## config.mk

```make
export PLATFORM = sky130hd
export DESIGN_NAME = instruction_fetch_unit
export DESIGN_NICKNAME = d
export VERILOG_FILES = /design/src/rtl/cpu_pkg.sv /design/src/rtl/ifid_register.sv /design/src/rtl/instruction_fetch_unit.sv
export SDC_FILE = /design/constraint.sdc
export NUM_CORES = 1
export LEC_CHECK = 0
export BUFFER_PORTS_ARGS = -buffer_cell sky130_fd_sc_hd__buf_2
export CAP_MARGIN = 0
export CELL_PAD_IN_SITES_DETAIL_PLACEMENT = 0
export CELL_PAD_IN_SITES_GLOBAL_PLACEMENT = 2
export CORE_UTILIZATION = 29
export CTS_BUF_LIST = sky130_fd_sc_hd__clkbuf_8
export CTS_CLUSTER_DIAMETER = 80
export DETAILED_ROUTE_END_ITERATION = 6
export HOLD_SLACK_MARGIN = 0.02
export PLACE_DENSITY = 0.83
export SKIP_LAST_GASP = 1
export SLEW_MARGIN = 10
export SYNTH_ARGS = -nofsm -noshare
export SYNTH_HDL_FRONTEND = slang
export SYNTH_SLANG_ARGS = --single-unit
```

## constraint.sdc

```tcl
create_clock -name clk -period 4.7 [get_ports clk]
set_clock_uncertainty 0.05 [all_clocks]
set_input_delay 0.94 -clock clk [delete_from_list [all_inputs] [get_ports clk]]
set_output_delay 0.94 -clock clk [all_outputs]
set_load 0.03 [all_outputs]
```

## src/rtl/cpu_pkg.sv

```systemverilog
// Shared definitions for the CPU front end.
//   INSTR_W          : instruction word width
//   ZERO_WORD        : fetch word that marks unused (zero-filled) memory
//   DEFAULT_RESET_PC : byte address the program counter starts from
//   fetch_state_t    : fetch FSM states (RUN / HALT)
package cpu_pkg;

  localparam int INSTR_W = 32;
  localparam logic [INSTR_W-1:0] ZERO_WORD = 32'h0000_0000;
  localparam logic [31:0] DEFAULT_RESET_PC = 32'd100;

  typedef enum logic {
    RUN  = 1'b0,
    HALT = 1'b1
  } fetch_state_t;

endpackage

```

## src/rtl/ifid_register.sv

```systemverilog
// IF/ID pipeline register.
// Holds the fetched instruction, its byte address and that address + 4.
//   clk, reset          : clock, asynchronous active-high reset (clears everything)
//   load                : capture instr_d / pc_d / pc_plus4_d and mark the entry valid
//   flush               : drop the entry (valid and instruction cleared); wins over load
//   instr_d, pc_d,
//   pc_plus4_d          : values presented by the fetch stage
//   instruction, pc,
//   pc_plus4, valid     : registered IF/ID contents
// With neither load nor flush the register holds (stall / halt).
module ifid_register
  import cpu_pkg::*;
(
  input  logic               clk,
  input  logic               reset,
  input  logic               load,
  input  logic               flush,
  input  logic [INSTR_W-1:0] instr_d,
  input  logic [31:0]        pc_d,
  input  logic [31:0]        pc_plus4_d,
  output logic [INSTR_W-1:0] instruction,
  output logic [31:0]        pc,
  output logic [31:0]        pc_plus4,
  output logic               valid
);

  logic [INSTR_W-1:0] instr_p1;
  logic [31:0]        pc_p1;
  logic [31:0]        pc_plus4_p1;
  logic               vld_p1;

  // ---- IF -> ID boundary ----
  always_ff @(posedge clk or posedge reset) begin
    if (reset) begin
      instr_p1    <= ZERO_WORD;
      pc_p1       <= 32'd0;
      pc_plus4_p1 <= 32'd0;
      vld_p1      <= 1'b0;
    end else if (flush) begin
      // Address fields are left alone: only valid/instruction matter downstream.
      instr_p1 <= ZERO_WORD;
      vld_p1   <= 1'b0;
    end else if (load) begin
      instr_p1    <= instr_d;
      pc_p1       <= pc_d;
      pc_plus4_p1 <= pc_plus4_d;
      vld_p1      <= 1'b1;
    end
  end

  assign instruction = instr_p1;
  assign pc          = pc_p1;
  assign pc_plus4    = pc_plus4_p1;
  assign valid       = vld_p1;

endmodule

```

## src/rtl/instruction_fetch_unit.sv

```systemverilog
// Instruction fetch stage sitting in front of instructionMemory.
// Owns the PC, drives the memory byte address combinationally and captures
// the returned word into the IF/ID register one clock later.
//   clk, reset        : clock, asynchronous active-high reset
//   stall             : hold PC and IF/ID (ignored while halted)
//   redirect          : load PC from redirect_pc and flush IF/ID (beats stall)
//   redirect_pc       : redirect target byte address (wrapped, low 2 bits dropped)
//   imem_instruction  : word read from instruction memory at imem_pc
//   imem_pc           : byte address to instruction memory
//   ifid_instruction, ifid_pc, ifid_pc_plus4, ifid_valid : IF/ID contents
//   halted            : fetch stopped on an all-zero word
//   misaligned        : sticky, some redirect target had nonzero bits [1:0]
//   fetch_count       : valid instructions captured, saturating
module instruction_fetch_unit
  import cpu_pkg::*;
#(
  parameter logic [31:0] RESET_PC     = DEFAULT_RESET_PC,
  parameter int          ADDR_BITS    = 14,
  parameter bit          HALT_ON_ZERO = 1'b1
) (
  input  logic               clk,
  input  logic               reset,
  input  logic               stall,
  input  logic               redirect,
  input  logic [31:0]        redirect_pc,
  input  logic [INSTR_W-1:0] imem_instruction,
  output logic [31:0]        imem_pc,
  output logic [INSTR_W-1:0] ifid_instruction,
  output logic [31:0]        ifid_pc,
  output logic [31:0]        ifid_pc_plus4,
  output logic               ifid_valid,
  output logic               halted,
  output logic               misaligned,
  output logic [31:0]        fetch_count
);

  localparam logic [ADDR_BITS-1:0] PC_STEP = ADDR_BITS'(4);

  // The PC only exists inside the memory window, so increments and
  // redirects wrap at 2^ADDR_BITS for free.
  logic [ADDR_BITS-1:0] pc_q;
  logic [ADDR_BITS-1:0] pc_d;
  fetch_state_t         state_q;
  fetch_state_t         state_d;
  logic                 zero_word;
  logic                 load;
  logic                 flush;
  logic                 count_en;
  logic [31:0]          fetch_count_q;
  logic                 misaligned_q;
  logic                 unused_redirect_bits;

  assign unused_redirect_bits = ^redirect_pc[31:ADDR_BITS];

  function automatic logic [31:0] sat_inc32(input logic [31:0] v);
    return (v == 32'hFFFF_FFFF) ? v : v + 32'd1;
  endfunction

  assign imem_pc   = {{(32-ADDR_BITS){1'b0}}, pc_q};
  assign zero_word = HALT_ON_ZERO && (imem_instruction == ZERO_WORD);

  // FSM: state register
  always_ff @(posedge clk or posedge reset) begin
    if (reset) state_q <= RUN;
    else       state_q <= state_d;
  end

  // FSM: next state
  always_comb begin
    state_d = state_q;
    if (redirect)                                    state_d = RUN;
    else if (state_q == RUN && !stall && zero_word)  state_d = HALT;
  end

  // FSM: outputs / datapath controls (redirect > halt > stall > normal)
  always_comb begin
    pc_d     = pc_q;
    load     = 1'b0;
    flush    = 1'b0;
    count_en = 1'b0;
    if (redirect) begin
      pc_d  = {redirect_pc[ADDR_BITS-1:2], 2'b00};
      flush = 1'b1;
    end else if (state_q == RUN && !stall) begin
      if (zero_word) begin
        // PC stays parked on the zero word so a later look shows where fetch stopped.
        flush = 1'b1;
      end else begin
        pc_d     = pc_q + PC_STEP;
        load     = 1'b1;
        count_en = 1'b1;
      end
    end
  end

  assign halted = (state_q == HALT);

  // ---- PC / status registers ----
  always_ff @(posedge clk or posedge reset) begin
    if (reset) begin
      pc_q          <= RESET_PC[ADDR_BITS-1:0];
      fetch_count_q <= 32'd0;
      misaligned_q  <= 1'b0;
    end else begin
      pc_q <= pc_d;
      if (count_en)                          fetch_count_q <= sat_inc32(fetch_count_q);
      if (redirect && (redirect_pc[1:0] != 2'b00)) misaligned_q <= 1'b1;
    end
  end

  assign fetch_count = fetch_count_q;
  assign misaligned  = misaligned_q;

  ifid_register u_ifid (
    .clk         (clk),
    .reset       (reset),
    .load        (load),
    .flush       (flush),
    .instr_d     (imem_instruction),
    .pc_d        (imem_pc),
    .pc_plus4_d  (imem_pc + 32'd4),
    .instruction (ifid_instruction),
    .pc          (ifid_pc),
    .pc_plus4    (ifid_pc_plus4),
    .valid       (ifid_valid)
  );

endmodule

```

==> metrics list, run 1 <==
- For the worst setup path, the data arrival time is 3.10 ns.
- Avg Synthesized Cell Area: 11.02 um2
- Walking the worst path, the cells encountered are buf_2 > nor4_1 > nand2_1 > nor4_4 > buf_4 > nor3_4 > buf_4 > mux2_4.
* Standard-cell rows: 47
- The first detailed-routing pass took 6 iterations.
- RD Place Congestion: 0.8136
- Most instantiated flip-flop cell in the synthesis netlist: sky130_fd_sc_hd__dfrtp_1
* WL/cell: 14.76 um
* Remaining DRCs: 0
* Core region area: 0.01676 mm2
- The detail route stage leaves a number of antenna-violating nets equal to 0.
* Power per cell area: 369.3 mW/mm2
* Clock tree root driver cell: sky130_fd_sc_hd__clkbuf_8
* Number of global-route vias before repair: 3620
- The net count of the finished layout is 675.
* Critical path endpoint category: register
* Count of synthesis-stage warnings from yosys: 0
* Detailed placer's ending HPWL: 8741 um
- After the first detailed-routing iteration, the DRC count stood at 194.
- Setup violations remaining at the end of the flow were counted as 0.
- Number of diodes added for antenna fixing: 0
- Sequential element share of the synthesized area: 51.88%
- Post-layout min period: 2.882 ns
- The cell count after synthesis came out at 456.
* Area Overhead vs Synth: 19.58%
* Max rail drop VDD: 0.1976 mV
- TritonCTS built the clock tree.
- In this run the count of I/O pins placed on the die edge is 231.
* Synth async-reset ratio: 100.0%
* Die W: 133.6 um
* Initial cell density of the core: 29.97%
* Vias per inst: 4.624
- After clock tree synthesis, the clock-pin slew on the worst setup and hold paths is 0.09 ns.
- After filler insertion, the fill cell instance count of the layout stands at 1731.
- Most common cell type on the critical path: sky130_fd_sc_hd__buf_4
- Post-CTS Setup Bufs: 0
* Setup TNS Final: 0 ns
- Tightest slew margin relative to the limit: 41.36%
* Slack of the worst reg-to-reg path: 2.30 ns
- The number of max-slew violations in the final report was 0.
- After the flow finishes, the layout carries non-filler instances totaling 829.
- The final hold violation count is 0.
* Number of levels the H-tree was split into: 3
- For the worst-skew pair, the clock arrives at the later sink with an insertion delay of 0.39 ns.
* Worst setup SP type: input pin
- The tool flagged a number of max-cap violations equal to 0.
- Maximum clock frequency: 347.0 MHz
* Crit path required time: 4.92 ns
- Tot GR Track Use: 13.86%
- The run finished with clean final reports.
- Period utilisation layout: 61.31%
- Setup repair after global routing left no endpoint under its margin.
* Transition at the pin with the smallest max-transition slack: 0.8797 ns
- Share of post-route cells with drive strength above 1: 32.35%
- TritonCTS created 9 clock buffers.
- Counting along the longest clock path gives a buffer depth of 2.
- For this run, the slowest stage of the critical path takes 0.39 ns.
* Worst Path Max Fanout: 66
- Leakage power figure: 2.973 nW
- Number of gates given a new drive strength after cts: 0
- Placed Instances: 814
- Antenna violations before repair: 0
- After layout, the design draws a total of 2.218 mW.
- Post-synth cell types: 36
- The worst hold path belongs to the class reg2reg.
- Slowest stage cell, crit path: sky130_fd_sc_hd__mux2_4
- The routed design has 12240 um of wire.
* Global-route wire length before repair: 19310 um
- Die boundary height: 133.6 um
- Vias post-DR: 3833
* # port buffers: 153
- The critical path is of the in2reg type.
- Area of the mapped netlist: 0.005024 mm2
- Post-CTS Hold Fix Bufs: 0
- Total Die Area: 0.01785 mm2
- Gr ovfl total: 0
- Maximum number of pins on one net before global-route repair: 72
- Number of sinks driven by the clock tree: 104
- In this run, synthesis inferred 0 flip-flops with an integrated enable.
- In this run, synthesis produced a sequential element count of 104.
==> worst max-delay path: cells and delay by family <==
| family | cells | cell delay, ns |
|---|---|---|
| buffers and inverters | 3 | 0.78 |
| AND/OR/NAND/NOR | 4 | 0.94 |
| multiplexers | 1 | 0.39 |
==> state kept, by name, summed over array words and instances, names as in the netlist <==
name,count
u_ifid.instruction,32
halted,1
pc_q,12
u_ifid.pc,12
misaligned,1
u_ifid.valid,1
fetch_count,32
u_ifid.pc_plus4,13
==> where the power goes <==
part / internal [mW] / switching (mW) / total (mW) / leakage, nW
logic: 0.176 / 0.398 / 0.574 / 1.54
registers: 0.985 / 0.0802 / 1.07 / 1.33
clock network: 0.253 / 0.326 / 0.578 / 0.102
==> metrics by stage <==
step / utilization [%] / hold slack, ns / setup WS, ns / cell area (um2)
global route: 35.84 / 0.4608 / 1.697 / 6007
detailed placement: 34.65 / 0.4098 / 1.408 / 5807
global placement: 34.65 / 0.4000 / 1.421 / 5807
finish: 35.84 / 0.4285 / 1.818 / 6007
CTS: 35.84 / 0.4373 / 1.827 / 6007
floorplan: - / 0.5414 / 0.9828 / 5241
==> final timing paths <==
| check | from | to | cells past startpoint |
|---|---|---|---|
| min | misaligned$_DFFE_PP0P_ | misaligned$_DFFE_PP0P_ | 1 |
| max | imem_instruction[27] | u_ifid.pc[4]$_DFFE_PP0P_ | 8 |
| max in group asynchronous | reset | fetch_count[4]$_DFFE_PP0P_ | 3 |
| min reg2reg | misaligned$_DFFE_PP0P_ | misaligned$_DFFE_PP0P_ | 1 |
| min in group asynchronous | reset | u_ifid.instruction[29]$_DFFE_PP0P_ | 2 |
| max reg2reg | fetch_count[24]$_DFFE_PP0P_ | fetch_count[1]$_DFFE_PP0P_ | 6 |
==> cell type report <==
class                      count  area (um2)  area share (%)
tap                          220       275.3           4.582
timing repair buffer         159       810.8           13.50
inverter                       5       21.27          0.3541
multi-input combinational    326        2093           34.85
clock inverter                 6       76.32           1.271
sequential                   104        2606           43.39
clock buffer                   9       123.9           2.062
==> cells in the final DEF, fill, tap and decap left out, types with 13 or more instances in the layout <==
cell type and n:
sky130_fd_sc_hd__a21oi_1 14, sky130_fd_sc_hd__nand3_1 15, sky130_fd_sc_hd__nor4_1 13, sky130_fd_sc_hd__a22o_1 32, sky130_fd_sc_hd__xnor2_1 47, sky130_fd_sc_hd__nor2_1 22
sky130_fd_sc_hd__buf_2 153, sky130_fd_sc_hd__nand2_1 29, sky130_fd_sc_hd__conb_1 59, sky130_fd_sc_hd__nand4_1 24, sky130_fd_sc_hd__o21ai_0 14, sky130_fd_sc_hd__dfrtp_1 101
==> cells by family (layout without fill, tap and decap cells) <==
family	after synthesis	in the layout	synth area share [%]
other	1	59	0.07465
AO/OA/AOI/OAI	61	61	8.518
flip-flops	104	104	51.88
AND/OR/NAND/NOR	138	138	14.94
multiplexers	14	14	3.885
XOR/XNOR	52	52	9.066
adder cells (fa/ha/maj)	2	2	0.4981
buffers and inverters	84	179	11.13
==> Yosys cell counts, drive strengths merged, types with 6 or more instances <==
cell | number | share of area [%]
dfrtp | 101 | 50
buf | 67 | 9.9
xnor2 | 47 | 8.2
a22o | 32 | 5.6
nand2 | 29 | 2.2
nand4 | 24 | 3.0
nor2 | 23 | 1.7
nand3 | 16 | 1.7
nor4 | 15 | 2.3
a21oi | 14 | 1.4
mux2 | 14 | 3.9
o21ai | 14 | 1.4
clkbuf | 12 | 0.90
and3 | 8 | 1.0
nor3 | 7 | 0.80
and2 | 6 | 0.75
==> per-layer routing <==
layer  GRT usage, %  routed length (um)
met3          4.300                 957
met2          22.02                5649
met4          4.356                 161
met1          17.94                5472
met5              0                   0
(Power assumes the default switching activity.)
==> run 2: changes to the inputs <==
--- a/config.mk
+++ b/config.mk
@@ -9,12 +9,12 @@
 export CAP_MARGIN = 0
 export CELL_PAD_IN_SITES_DETAIL_PLACEMENT = 0
 export CELL_PAD_IN_SITES_GLOBAL_PLACEMENT = 2
-export CORE_UTILIZATION = 29
+export CORE_UTILIZATION = 26
 export CTS_BUF_LIST = sky130_fd_sc_hd__clkbuf_8
 export CTS_CLUSTER_DIAMETER = 80
 export DETAILED_ROUTE_END_ITERATION = 6
 export HOLD_SLACK_MARGIN = 0.02
-export PLACE_DENSITY = 0.83
+export PLACE_DENSITY = 0.79
 export SKIP_LAST_GASP = 1
 export SLEW_MARGIN = 10
 export SYNTH_ARGS = -nofsm -noshare
==> constraint.sdc (replaced) <==
create_clock -name clk -period 2.4 [get_ports clk]
set_clock_uncertainty 0.05 [all_clocks]
set_input_delay 0.48 -clock clk [delete_from_list [all_inputs] [get_ports clk]]
set_output_delay 0.48 -clock clk [all_outputs]
set_load 0.03 [all_outputs]
==> run 2 against run 1 <==
Via count rose by 5.6%. Register-to-register slack got worse by 2.2 ns. Final cell count rose by 14%. Utilization fell by 0.47 points.
==> metrics list, run 2 (synthesized netlist as in run 1, its figures left out) <==
- Result of the run: finished clean
- The final setup TNS is 0 ns (unchanged).
* R2R depth: 8 (+2)
- The number of diodes is 0 (unchanged).
- Number of levels the H-tree was split into: 3 (unchanged)
- The area of the core region was 0.01883 mm2 (+12%).
- The number of remaining DRC errors was 0 (unchanged).
- The routed design could run at a clock period as short as 2.316 ns.
- The required time of the critical path was 2.62 ns (-2.30 ns).
- Top library cells by usage in the layout, fill and taps aside: sky130_fd_sc_hd__buf_2, sky130_fd_sc_hd__dfrtp_1, sky130_fd_sc_hd__buf_4
- Transition at the pin with the smallest max-transition slack: 0.6601 ns (-0.2195 ns)
* WL/cell: 13.95 um (-5.5%)
* Post-CTS Hold Fix Bufs: 0 (unchanged)
* Maximum number of pins on one net before global-route repair: 34 (-53%)
* Count of final hold-check violations: 0 (unchanged)
- The standard cell area after detailed placement is 0.006441 mm2 (+11%).
* Arrival @ worst endpoint: 2.53 ns (-0.57 ns)
- Count of pins on the block boundary: 231 (unchanged)
* Combined flip-flop and latch cell area: 0.002606 mm2 (unchanged)
- The number of CTS-inserted buffers is 9 (unchanged).
* Area of all placed cells without fillers: 0.006660 mm2 (+11%)
- Clock slew at reported path FFs: 0.10 ns (about the same)
* Clock tree root driver cell: sky130_fd_sc_hd__clkbuf_8
- The most critical setup path has its startpoint at imem_instruction[27].
- The cell area power density came to 660.7 mW/mm2 (+79%).
* Standard-cell rows: 50 (+6.4%)
- RSZ-0062 raised after global routing: true
- Total Die Area: 0.01988 mm2 (+11%)
- Detailed-routing iteration count for the pre-antenna-repair pass: 4 (-2)
- Number of buffers and inverters on the critical path: 4 (+1)
- Worst hold margin: 0.1376 ns (-0.2910 ns)
- The largest vdd supply drop is 0.5468 mV (+180%).
- Buffer levels on the longest clock path: 2 (unchanged)
- The final core utilization is 35.37% (-0.47 points).
* Vias post-DR: 4046 (+5.6%)
* Source of the worst register-to-register timing path: fetch_count[17]$_DFFE_PP0P_
- RD Place Congestion: 0.7931 (-2.5%)
- The first-pass GRT wire length is 21000 um (+8.8%).
- The clock latency on the worst-skew pair is 0.38 ns (about the same).
* Worst setup path category: in2reg
- TritonCTS built the clock tree.
* Endpoint of the most critical register-to-register path: fetch_count[19]$_DFFE_PP0P_
- STA classifies the critical path endpoint as a register.
- Non-filler instance count after layout: 943 (+14%)
* Gr ovfl total: 0 (unchanged)
- The total setup violations reported at the end of the flow was 0 (unchanged).
- Peak per-stage delay on the critical path: 0.51 ns (+0.12 ns)
- The detailed-route wire length is 13150 um (+7.5%).
* Slack of the worst reg-to-reg path: 0.13 ns (-2.17 ns)
* Worst setup SP type: input pin
- The number of global-route vias before repair is 4003 (+11%).
- The worst setup slack after layout came to 0.08440 ns (-1.734 ns).
- The tightest slew margin relative to the limit is 55.90% (+15 points).
- Number of max-slew violations in the final report: 0 (unchanged)
- Static timing analysis puts the maximum clock frequency at 431.9 MHz.
* # port buffers: 153 (unchanged)
* Iteration-0 DRC Markers: 155 (-20%)
* Period utilisation layout: 96.48%
* Worst slack at placement: -0.2827 ns (-1.691 ns)
- Die W: 141 um (+5.5%)
* Most common cell type on the critical path: sky130_fd_sc_hd__buf_12
* Tightest Hold Check Type: in2async
* Filler instances: 1938 (+12%)
- Share of post-route cells with drive strength above 1: 39.68% (+7.3 points)
- The number of antenna violations at the first check in global routing came to 0 (unchanged).
- The sink count of the clock tree is 104 (unchanged).
* Worst Path Max Fanout: 13 (-80%)
- Traced cell by cell, the critical path runs through buf_2 > nor4_1 > nand2_1 > nor4_4 > buf_4 > nor3_4 > buf_12 > buf_12 > mux2_4.
* Tot GR Track Use: 13.49% (-0.37 points)
- The starting density of the core was 26.68% (-3.3 points).
- The overall die height is 141 um (+5.5%).
* Area Overhead vs Synth: 32.58%
* Area of the multi-input gates: 0.002106 mm2 (+0.60%)
* Post-layout total power: 4.400 mW (+98%)
* Detailed placer's ending HPWL: 9652 um (+10%)
- Vias per inst: 4.291 (-7.2%)
- Crit path max-delay family: simple AND/OR/NAND/NOR gates
* Slowest stage cell, crit path: sky130_fd_sc_hd__nor4_4
* Count of max-cap constraint violations: 0 (unchanged)
- Commonest non-fill, non-tap cell in the layout: sky130_fd_sc_hd__buf_2
- The number of placed instances with taps included came to 925 (+14%).
- The layout net count came to 748 (+11%).
- The leakage power total was 3.357 nW (+13%).
* Final antenna-violating net count: 0 (unchanged)
[run 2: cell count changes in the layout (fill, tap and decap cells not counted), moves of 2 or more]
cell                         delta
sky130_fd_sc_hd__buf_12         +5
sky130_fd_sc_hd__clkinv_4       -2
sky130_fd_sc_hd__clkinvlp_4     +2
sky130_fd_sc_hd__buf_4         +67
sky130_fd_sc_hd__inv_1          +2
[run 2: metal layers]
| metal | part of all wire (%) | GRT usage (%) | vias up |
|---|---|---|---|
| li1 | - | - | 1922 |
| met1 | 46 | 17.63 | 1987 |
| met2 | 48 | 22.41 | 128 |
| met3 | 4.4 | 2.242 | 9 |
| met4 | 1.2 | 4.977 | 0 |
| met5 | 0 | 0 | - |
[run 2: power by group]
part / internal (mW) / switching (mW)
Clock: 0.406 / 0.636
Sequential: 1.93 / 0.119
Combinational: 0.461 / 0.849
Total: 2.80 / 1.60
[run 2: cell type report]
cell class	instances	share of cell area [%]
clock inverter	6	0.5636
multi-input combinational	326	31.62
clock buffer	10	2.067
sequential	104	39.13
timing repair buffer	232	21.40
inverter	5	0.3382
tap	260	4.884
[run 2: worst reg2reg max path, delay by kind of cell, from the launching register on]
kind | cells | cell delay [ns]
buffers and inverters | 2 | 0.36
flip-flops | 1 | 0.37
AND/OR/NAND/NOR | 5 | 1.32
XOR/XNOR | 1 | 0.12
[run 2: worst max-delay path by stage]
stage / to / depth (start not counted)
after floorplan: fetch_count[13]$_DFFE_PP0P_ / 8
after global placement: fetch_count[28]$_DFFE_PP0P_ / 7
after detailed placement: fetch_count[28]$_DFFE_PP0P_ / 7
after CTS: fetch_count[17]$_DFFE_PP0P_ / 7
after global routing: fetch_count[17]$_DFFE_PP0P_ / 8
final: u_ifid.pc[10]$_DFFE_PP0P_ / 9
[run 2: timing repair]
item | CTS | global route
setup buffers | 1 | 0
pin swaps | 1 | 1
setup endpoints to repair | 6 | 6
gates resized for setup | 1 | 1
hold endpoints to repair | 0 | 0
